`src/rtl/tl_pkg.sv`:
```
// Shared phase, lamp and timer definitions for the junction controller and its timers.
package tl_pkg;

    typedef enum logic [2:0] {
        PH_HG_CR = 3'd0,
        PH_HY_CR = 3'd1,
        PH_HR_CG = 3'd2,
        PH_HR_CY = 3'd3,
        PH_FAULT = 3'd4
    } tl_phase_e;

    // Lamp vectors are {red, yellow, green}
    localparam logic [2:0] LAMP_RED = 3'b100;
    localparam logic [2:0] LAMP_YEL = 3'b010;
    localparam logic [2:0] LAMP_GRN = 3'b001;
    localparam logic [2:0] LAMP_OFF = 3'b000;

    // Long (T) and short (t) timer periods, kept here so the timers and controller agree
    localparam int unsigned TL_T_LONG  = 59;
    localparam int unsigned TL_T_SHORT = 9;

endpackage

```
`src/rtl/traffic_light_ctrl_if.sv`:
```
// Signal bundle between the HW/CR countdown timers (master) and the light controller (slave).
interface traffic_light_ctrl_if;
    logic       sensor;
    logic       hw_time_out;
    logic       cr_time_out;
    logic [6:0] hw_time;
    logic [6:0] cr_time;
    logic [2:0] hw_light;
    logic [2:0] cr_light;
    logic       fault;
    logic       sync_err;
    logic [7:0] hw_disp;
    logic [7:0] cr_disp;

    modport master (
        output sensor, hw_time_out, cr_time_out, hw_time, cr_time,
        input  hw_light, cr_light, fault, sync_err, hw_disp, cr_disp
    );

    modport slave (
        input  sensor, hw_time_out, cr_time_out, hw_time, cr_time,
        output hw_light, cr_light, fault, sync_err, hw_disp, cr_disp
    );
endinterface

```
`src/rtl/tl_bin2bcd.sv`:
```
// Combinational 7-bit binary to two-digit BCD; inputs above 99 saturate to 8'h99.
module tl_bin2bcd (
    input  logic [6:0] i_bin,
    output logic [7:0] o_bcd
);
    logic [3:0] w_tens;
    logic [3:0] w_ones;

    always_comb begin
        w_tens = 4'(i_bin / 7'd10);
        w_ones = 4'(i_bin % 7'd10);
        if (i_bin > 7'd99) begin
            o_bcd = 8'h99;
        end else begin
            o_bcd = {w_tens, w_ones};
        end
    end
endmodule

```
`src/rtl/traffic_light_ctrl.sv`:
```
// Junction phase sequencer, lamp driver, timer alignment checker and watchdog.
// Optional BCD countdown displays are built when TL_BCD_DISPLAY_EN is defined.
module traffic_light_ctrl
    import tl_pkg::*;
#(
    parameter int unsigned WDOG_CYCLES  = 1024,
    parameter int unsigned FLASH_CYCLES = 64
) (
    input logic                 clk,
    input logic                 rst_n,
    traffic_light_ctrl_if.slave bus
);
    localparam int WDOG_W  = $clog2(WDOG_CYCLES + 1);
    localparam int FLASH_W = $clog2(FLASH_CYCLES + 1);

    tl_phase_e          r_state;
    tl_phase_e          w_state_nxt;
    logic               r_sensor_d;
    logic               r_sync_err;
    logic [WDOG_W-1:0]  r_wdog;
    logic               r_flash;
    logic [FLASH_W-1:0] r_flash_cnt;
    logic               w_pulse;
    logic               w_both;
    logic               w_sync_set;
    logic               w_wdog_expire;
    logic [2:0]         w_hw_light;
    logic [2:0]         w_cr_light;

    always_ff @(posedge clk or negedge rst_n) begin
        if (!rst_n) begin
            r_state     <= PH_HG_CR;
            r_sensor_d  <= 1'b0;
            r_sync_err  <= 1'b0;
            r_wdog      <= '0;
            r_flash     <= 1'b1;
            r_flash_cnt <= '0;
        end else begin
            r_state    <= w_state_nxt;
            r_sensor_d <= bus.sensor;
            if (w_sync_set) begin
                r_sync_err <= 1'b1;
            end
            if (w_pulse) begin
                r_wdog <= '0;
            end else if (r_wdog != WDOG_W'(WDOG_CYCLES)) begin
                r_wdog <= r_wdog + WDOG_W'(1);
            end
            // Flash phase only runs inside FAULT, so it always opens with the lamp lit
            if (r_state == PH_FAULT) begin
                if (r_flash_cnt == FLASH_W'(FLASH_CYCLES - 1)) begin
                    r_flash_cnt <= '0;
                    r_flash     <= ~r_flash;
                end else begin
                    r_flash_cnt <= r_flash_cnt + FLASH_W'(1);
                end
            end else begin
                r_flash_cnt <= '0;
                r_flash     <= 1'b1;
            end
        end
    end

    always_comb begin
        w_state_nxt   = r_state;
        w_sync_set    = 1'b0;
        w_pulse       = bus.hw_time_out | bus.cr_time_out;
        w_both        = bus.hw_time_out & bus.cr_time_out;
        w_wdog_expire = !w_pulse && (r_wdog == WDOG_W'(WDOG_CYCLES - 1));
        w_hw_light    = LAMP_OFF;
        w_cr_light    = LAMP_OFF;

        unique case (r_state)
            PH_HG_CR: begin
                w_hw_light = LAMP_GRN;
                w_cr_light = LAMP_RED;
                if (w_both) begin
                    if (r_sensor_d) w_state_nxt = PH_HY_CR;
                end else if (w_pulse) begin
                    w_sync_set = 1'b1;
                end
            end
            PH_HY_CR: begin
                w_hw_light = LAMP_YEL;
                w_cr_light = LAMP_RED;
                if (w_both)       w_state_nxt = PH_HR_CG;
                else if (w_pulse) w_sync_set  = 1'b1;
            end
            PH_HR_CG: begin
                w_hw_light = LAMP_RED;
                w_cr_light = LAMP_GRN;
                if (bus.hw_time_out)      w_sync_set  = 1'b1;
                else if (bus.cr_time_out) w_state_nxt = PH_HR_CY;
            end
            PH_HR_CY: begin
                w_hw_light = LAMP_RED;
                w_cr_light = LAMP_YEL;
                if (w_both)       w_state_nxt = PH_HG_CR;
                else if (w_pulse) w_sync_set  = 1'b1;
            end
            PH_FAULT: begin
                w_hw_light = {1'b0, r_flash, 1'b0};
                w_cr_light = {1'b0, r_flash, 1'b0};
            end
            default: begin
                w_state_nxt = PH_FAULT;
            end
        endcase

        if (r_state != PH_FAULT && (w_sync_set || w_wdog_expire)) begin
            w_state_nxt = PH_FAULT;
        end
    end

    assign bus.hw_light = w_hw_light;
    assign bus.cr_light = w_cr_light;
    assign bus.fault    = (r_state == PH_FAULT);
    assign bus.sync_err = r_sync_err;

`ifdef TL_BCD_DISPLAY_EN
    logic [7:0] w_hw_bcd;
    logic [7:0] w_cr_bcd;
    logic [7:0] r_hw_disp;
    logic [7:0] r_cr_disp;

    tl_bin2bcd u_hw_bcd (.i_bin(bus.hw_time), .o_bcd(w_hw_bcd));
    tl_bin2bcd u_cr_bcd (.i_bin(bus.cr_time), .o_bcd(w_cr_bcd));

    always_ff @(posedge clk or negedge rst_n) begin
        if (!rst_n) begin
            r_hw_disp <= 8'h00;
            r_cr_disp <= 8'h00;
        end else begin
            r_hw_disp <= w_hw_bcd;
            r_cr_disp <= w_cr_bcd;
        end
    end

    assign bus.hw_disp = r_hw_disp;
    assign bus.cr_disp = r_cr_disp;
`else
    logic w_unused_time;
    assign w_unused_time = ^{bus.hw_time, bus.cr_time};
    assign bus.hw_disp   = 8'h00;
    assign bus.cr_disp   = 8'h00;
`endif

endmodule

```
`src/flat_wrapper.sv`:
```
// flat-port wrapper written by rule: the top's interface ports become plain ports
module traffic_light_ctrl_flat import tl_pkg::*;
#(
    parameter int unsigned WDOG_CYCLES  = 1024,
    parameter int unsigned FLASH_CYCLES = 64
)
  (clk, rst_n, bus_sensor, bus_hw_time_out, bus_cr_time_out, bus_hw_time, bus_cr_time, bus_hw_light, bus_cr_light, bus_fault, bus_sync_err, bus_hw_disp, bus_cr_disp);
  traffic_light_ctrl_if bus_i ();
  input logic clk;
  input logic rst_n;
  input wire logic [$bits(bus_i.sensor)-1:0] bus_sensor;
  input wire logic [$bits(bus_i.hw_time_out)-1:0] bus_hw_time_out;
  input wire logic [$bits(bus_i.cr_time_out)-1:0] bus_cr_time_out;
  input wire logic [$bits(bus_i.hw_time)-1:0] bus_hw_time;
  input wire logic [$bits(bus_i.cr_time)-1:0] bus_cr_time;
  output wire logic [$bits(bus_i.hw_light)-1:0] bus_hw_light;
  output wire logic [$bits(bus_i.cr_light)-1:0] bus_cr_light;
  output wire logic [$bits(bus_i.fault)-1:0] bus_fault;
  output wire logic [$bits(bus_i.sync_err)-1:0] bus_sync_err;
  output wire logic [$bits(bus_i.hw_disp)-1:0] bus_hw_disp;
  output wire logic [$bits(bus_i.cr_disp)-1:0] bus_cr_disp;
  assign bus_i.sensor = bus_sensor;
  assign bus_i.hw_time_out = bus_hw_time_out;
  assign bus_i.cr_time_out = bus_cr_time_out;
  assign bus_i.hw_time = bus_hw_time;
  assign bus_i.cr_time = bus_cr_time;
  assign bus_hw_light = bus_i.hw_light;
  assign bus_cr_light = bus_i.cr_light;
  assign bus_fault = bus_i.fault;
  assign bus_sync_err = bus_i.sync_err;
  assign bus_hw_disp = bus_i.hw_disp;
  assign bus_cr_disp = bus_i.cr_disp;
  traffic_light_ctrl #(.WDOG_CYCLES(WDOG_CYCLES), .FLASH_CYCLES(FLASH_CYCLES)) u_core (.clk(clk), .rst_n(rst_n), .bus(bus_i));
endmodule
```
`config.mk`:
```
export PLATFORM = sky130hd
export DESIGN_NAME = traffic_light_ctrl_flat
export DESIGN_NICKNAME = d
export VERILOG_FILES = /design/src/rtl/tl_pkg.sv /design/src/rtl/traffic_light_ctrl_if.sv /design/src/rtl/tl_bin2bcd.sv /design/src/rtl/traffic_light_ctrl.sv /design/src/flat_wrapper.sv
export SDC_FILE = /design/constraint.sdc
export NUM_CORES = 1
export LEC_CHECK = 0
export ABC_AREA = 1
export BUFFER_PORTS_ARGS = -buffer_cell sky130_fd_sc_hd__buf_2
export CAP_MARGIN = 0
export CORE_MARGIN = 1
export CORE_UTILIZATION = 35
export DETAILED_ROUTE_END_ITERATION = 10
export GPL_ROUTABILITY_DRIVEN = 0
export PLACE_DENSITY = 0.62
export SKIP_CTS_REPAIR_TIMING = 1
export SLEW_MARGIN = 10
export SYNTH_ARGS = -nofsm -noshare
export SYNTH_HDL_FRONTEND = slang
export SYNTH_SLANG_ARGS = --single-unit
```
`constraint.sdc`:
```
create_clock -name clk -period 2.7 [get_ports clk]
set_clock_uncertainty 0.2 [all_clocks]
set_input_delay 0 -clock clk [delete_from_list [all_inputs] [get_ports clk]]
set_output_delay 0 -clock clk [all_outputs]
set_load 0.02 [all_outputs]
```
==> impl_metrics.ini, run 1 <==
[sta]
hold_viol = 0
finalSetupViolCount = 0
hold_slack_ps = 25.6
slew_violations = 0
max_slew_margin_pct = 64.6
max_freq_mhz = 592
rsz0062_at_grt = no
setup-tns-final_ps = 0
fin_crit_ps = 1690
finalCritPeriodShare_pct = 62.6
tightestPinTransition_ps = 531

[cts]
cts_root_buf = clkbuf_8
clk_pin_slew_ps = 90
clockBufferDepth = 2
cts_buffers = 3
clkLatencyLatePin_ps = 260
htreeDepth = 1
clock-sinks = 24
cts_tree = yes

[grt]
grt_pass1_wl_mm = 4.31
gr-total-overflow = 0
antenna_found_initial = 0
grtUsageTotal_pct = 12.6
grt_pass1_vias = 1000
grt_max_degree = 25

[yosys]
synth.cell_area_mm2 = 0.00149
ys_seq_area_share_pct = 40.4
synth_warnings = 0
ys_types = 31
synth_seq_cells = 24
synth_top_area_share_pct = 38.7
avgSynthCellArea_um2 = 8.05
yosys.area.top_type = dfrtp_1
synth_area_leaders = dfrtp_1 39%, buf_4 8.1%, nand2_1 7.6%
syn_inst = 185

[routing]
vias = 1105
drc = 0
wl_mm = 2.40
detail-route-antenna-nets = 0
avgRoutedWirePerCell_um = 9.52
drt-initial-drc-count = 31
vias_per_cell = 4.38
first_pass_iters = 4

[worst_setup_path]
critPathCaptureType = flop
worstPathArrival_ps = 1650
r2r_setup_slack_ps = 1050
critical_path_required_ps = 2660
r2r_cells = 7
r2r_end = u_core.r_state[1]
r2r-start = u_core.r_wdog[0]
worstSetupStartpointType = input port
path_max_fanout = 11
crit_type = in -> reg

[pwr]
powerDensity_mw_per_mm2 = 439
leakagePower_nw = 0.803
ir_worst_vdd_uv = 186

[final_layout]
multi_input_area_um2 = 717
nets = 227
nFillCells = 413
antenna_cells = 0
drive_gt1_share_pct = 19.3
area_delta_synth_final_pct = 10.4
final_cell_mix = 30 x nand2_1, 24 x nor2_1, 23 x dfrtp_1
seqCellArea_um2 = 602
layout_commonest_cell = nand2_1

[run]
cap_violations = 0

[hold_path]
hold_end = u_core.r_state[1]
hold_depth = 7
hp-start = bus_cr_time_out
hp-class = in -> reg

[place]
dp.final_hpwl_mm = 1.87
portBuffers = 12

[die]
rows = 23
initial_utilization_pct = 37.0
die_height_um = 67.2
ios = 43
die_x_um = 67.2
die_area_mm2 = 0.00452
coreArea_mm2 = 0.00403

[status]
status = complete, no violations
==> Yosys cell counts <==
cell and number:
xnor2_1 2, a21oi_1 6, nand2_2 4, nand4_1 2
o21ai_1 4, nor2_2 4, nand2_1 30, and2_1 1
nor2_1 24, or2_1 1, inv_2 5, a21oi_2 1
clkinv_1 1, nand3_1 10, nor3_1 3, nor3b_1 3
o31ai_1 1, o21ai_0 3, xor2_1 3, dfrtp_1 23
nand4_4 1, buf_2 1, conb_1 1, buf_4 16
nor3b_2 1, nor2_4 2, inv_1 21, nand3b_1 1
dfstp_2 1, ha_1 5, nand3_2 4
==> worst max-delay path by stage <==
| stage | cells after the start | slack (ps) | to | from |
|---|---|---|---|---|
| final | 8 | 1010 | u_core.r_state[1] | bus_hw_time_out |
| after CTS | 6 | 1010 | bus_cr_light[1] | u_core.r_state[1] |
| after floorplan | 7 | 1190 | u_core.r_state[1] | u_core.r_wdog[0] |
| after global routing | 6 | 880 | bus_cr_light[1] | u_core.r_state[1] |
| after detailed placement | 7 | 1040 | u_core.r_state[1] | u_core.r_wdog[0] |
| after global placement | 7 | 1040 | u_core.r_state[1] | u_core.r_wdog[0] |
==> power by group <==
| group | leakage, nW | switching [mW] | total [mW] | internal (mW) |
|---|---|---|---|---|
| Combinational | 0.459 | 0.0372 | 0.0479 | 0.0107 |
| Clock | 0.0357 | 0.113 | 0.311 | 0.198 |
| Sequential | 0.308 | 0.00204 | 0.363 | 0.361 |
| Total | 0.803 | 0.152 | 0.722 | 0.570 |
==> worst max-delay path: stages <==
cell           delay [ps]
dlygate4sd3_1         530
buf_2                 130
inv_1                  90
ha_1                  440
nand4_4               160
and2_1                180
nand4_1                60
nand2_1                60
==> cells by family after synthesis <==
| kind of cell | share of synthesized area, % |
|---|---|
| other | 0.252 |
| buffers and inverters | 15.2 |
| adder cells (fa/ha/maj) | 4.20 |
| AO/OA/AOI/OAI | 5.46 |
| AND/OR/NAND/NOR | 31.5 |
| XOR/XNOR | 2.94 |
| flip-flops | 40.4 |
==> per-layer routing <==
layer	up-vias	wire, um	GRT usage (%)
li1	580	-	-
met1	499	1200	16.9
met2	24	1120	21.0
met3	2	56	0.507
met4	0	27	5.59
met5	-	0	0
==> final cells by class <==
class / count / area share [%]
flip-flops and latches: 24 / 36.6
inverters: 27 / 6.16
clock inverters: 1 / 1.83
repair buffers: 15 / 5.48
multi-input cells: 132 / 43.6
clock buffers: 3 / 2.51
well taps: 50 / 3.81
==> state kept, by name (all words and copies together), names as in the netlist <==
| signal | cells |
|---|---|
| u_core.r_flash | 1 |
| u_core.r_wdog | 11 |
| u_core.r_sensor_d | 1 |
| u_core.r_state | 3 |
| u_core.r_flash_cnt | 7 |
| u_core.bus.sync_err | 1 |
==> through the flow <==
stage	util (%)	area [um^2]	total power, mW	cells	worst slack [ps]
floorplan	-	1550	0.420	200	1190
global placement	38.3	1540	0.416	245	1040
detailed placement	38.3	1540	0.416	245	1040
CTS	40.1	1610	0.730	249	1010
global route	40.8	1640	0.757	252	882
finish	40.8	1640	0.722	252	1010
Power figures use the tool's default switching activity.
==> run 2, diff against run 1 <==
--- a/config.mk
+++ b/config.mk
@@ -12,7 +12,7 @@
 export CORE_UTILIZATION = 35
 export DETAILED_ROUTE_END_ITERATION = 10
 export GPL_ROUTABILITY_DRIVEN = 0
-export PLACE_DENSITY = 0.62
+export PLACE_DENSITY = 0.64
 export SKIP_CTS_REPAIR_TIMING = 1
 export SLEW_MARGIN = 10
 export SYNTH_ARGS = -nofsm -noshare
==> constraint.sdc (replaced) <==
create_clock -name clk -period 1.5 [get_ports clk]
set_clock_uncertainty 0.2 [all_clocks]
set_input_delay 0 -clock clk [delete_from_list [all_inputs] [get_ports clk]]
set_output_delay 0 -clock clk [all_outputs]
set_load 0.02 [all_outputs]
==> impl_metrics.ini, run 2 (synthesis gave the netlist of run 1 again) <==
[routing]
vias_per_cell = 4.53
wl_mm = 2.80
first_pass_iters = 4
avgRoutedWirePerCell_um = 10.1
detail-route-antenna-nets = 0
drt-initial-drc-count = 26
vias = 1251
drc = 0

[grt]
gr-total-overflow = 0
use_met1_pct = 17.5
grt_max_degree = 25
grtUsageTotal_pct = 13.1
grt_pass1_wl_mm = 4.43
antenna_found_initial = 0
grt_pass1_vias = 1060
groute.layer.met3.usage_pct = 0.507
grt.busiest_layer = met2
use_met2_pct = 20.9

[worst_setup_path]
r2r_setup_slack_ps = -70
path_max_fanout = 4
worstPathArrival_ps = 1540
r2r-start = u_core.r_state[1]
cp-endpoint = u_core.r_state[0]
critical_path_required_ps = 1470
critPathCaptureType = flop
crit_type = reg -> reg
worstSetupStartpointType = flop
r2r_end = u_core.r_state[0]
r2r_cells = 10
crit_start = u_core.r_state[1]

[final_layout]
area_delta_synth_final_pct = 33.4
nets = 251
nFillCells = 393
stdcell_count = 276
largest_register_ffs = 11
antenna_cells = 0
drive_gt1_share_pct = 41.6
largest-register = u_core.r_wdog
top_regs = u_core.r_wdog x11, u_core.r_flash_cnt x7, u_core.r_state x3
final_cell_mix = 22 x nand2_1, 22 x buf_4, 21 x nor2_1

[sta]
finalCritPeriodShare_pct = 105
fin_crit_ps = 1570
finalSetupViolCount = 4
tightestPinTransition_ps = 530
max_freq_mhz = 637
hold_viol = 0
setup-tns-final_ps = -198
slew_violations = 0
setup_slack_ps = -70.5
max_slew_margin_pct = 64.7
rsz0062_at_grt = yes

[cts]
clkLatencyLatePin_ps = 270
clockBufferDepth = 2
cts_tree = yes
clock-sinks = 24
htreeDepth = 1
cts_buffers = 3
cts_root_buf = clkbuf_8
clk_pin_slew_ps = 90

[run]
cap_violations = 0

[pwr]
seqPwrFrac_pct = 49.2
clockPowerShare_pct = 42.7
intPower_mw = 1.04
leakagePower_nw = 0.950
p_comb_share_pct = 8.0
p_sw_uw = 287
switching_share_pct = 21.7
ir_worst_vdd_uv = 394
finalPower_mw = 1.33
powerDensity_mw_per_mm2 = 668

[die]
die_x_um = 67.2
die_height_um = 67.2
rows = 23
initial_utilization_pct = 37.0
coreArea_mm2 = 0.00403
ios = 43
die_area_mm2 = 0.00452

[place]
dp.final_hpwl_mm = 1.96
portBuffers = 12
post-place-ws_ps = -8.13
place_inst = 260

[hold_path]
hp-class = in -> reg
hp-start = bus_cr_time_out

[status]
status = complete, but fails checks
violations = negative setup slack
==> run 2: changes by cell type in the layout (fill, tap and decap cells not counted), moves of 4 or more <==
| cell | delta |
|---|---|
| buf_4 | +22 |
| buf_6 | +6 |
| dfrtp_1 | -4 |
| dfrtp_2 | +4 |
| nand2_1 | -8 |
| nand2_2 | +7 |
| nor2_4 | +5 |
==> run 2: layout make-up <==
type | instances | area, um^2 | area share (%)
Multi-Input combinational cell | 132 | 841 | 42.3
Tap cell | 50 | 62.6 | 3.15
Clock buffer | 3 | 41.3 | 2.08
Timing Repair Buffer | 39 | 298 | 15.0
Clock inverter | 1 | 30.0 | 1.51
Inverter | 27 | 106 | 5.36
Sequential cell | 24 | 607 | 30.6
==> run 2: worst min-delay path by stage <==
stage                             to  cells past startpoint
2_1_floorplan    u_core.bus.sync_err                      0
3_3_place_gp        u_core.r_wdog[0]                      1
3_5_place_dp        u_core.r_wdog[1]                      1
4_1_cts        u_core.r_flash_cnt[3]                      1
5_1_grt            u_core.r_state[1]                      7
6_report           u_core.r_state[1]                      7
==> run 2: power groups by stage <==
stage / Clock, mW / Sequential, mW / Combinational, mW
floorplan: 0 / 0.666 / 0.0906
finish: 0.567 / 0.653 / 0.106
global route: 0.606 / 0.654 / 0.121
global placement: 0 / 0.665 / 0.0913
detailed placement: 0 / 0.665 / 0.0917
CTS: 0.582 / 0.652 / 0.0917
==> run 2: routing by layer <==
| layer | routed length (um) | vias up |
|---|---|---|
| li1 | - | 629 |
| met1 | 1320 | 590 |
| met2 | 1370 | 28 |
| met3 | 53 | 4 |
| met4 | 61 | 0 |
| met5 | 0 | - |
==> run 2: worst max-delay path, stage by stage (launching register included) <==
cell     delay [ps]
dfrtp_2         460
buf_6           130
buf_6           110
nand3_4         100
nor2_4           50
nor2_4          130
nand3_2          90
nand2_2          80
nand2_1          50
nand2_1          50
inv_1            30
==> run 2: metrics by stage <==
stage	hold slack (ps)	instance area, um^2	utilization [%]
2_1_floorplan	-496	1550	-
3_3_place_gp	-183	1660	41.1
3_5_place_dp	-179	1660	41.1
4_1_cts	-476	1730	42.9
5_1_grt	79.5	1990	49.3
6_report	18.3	1990	49.3
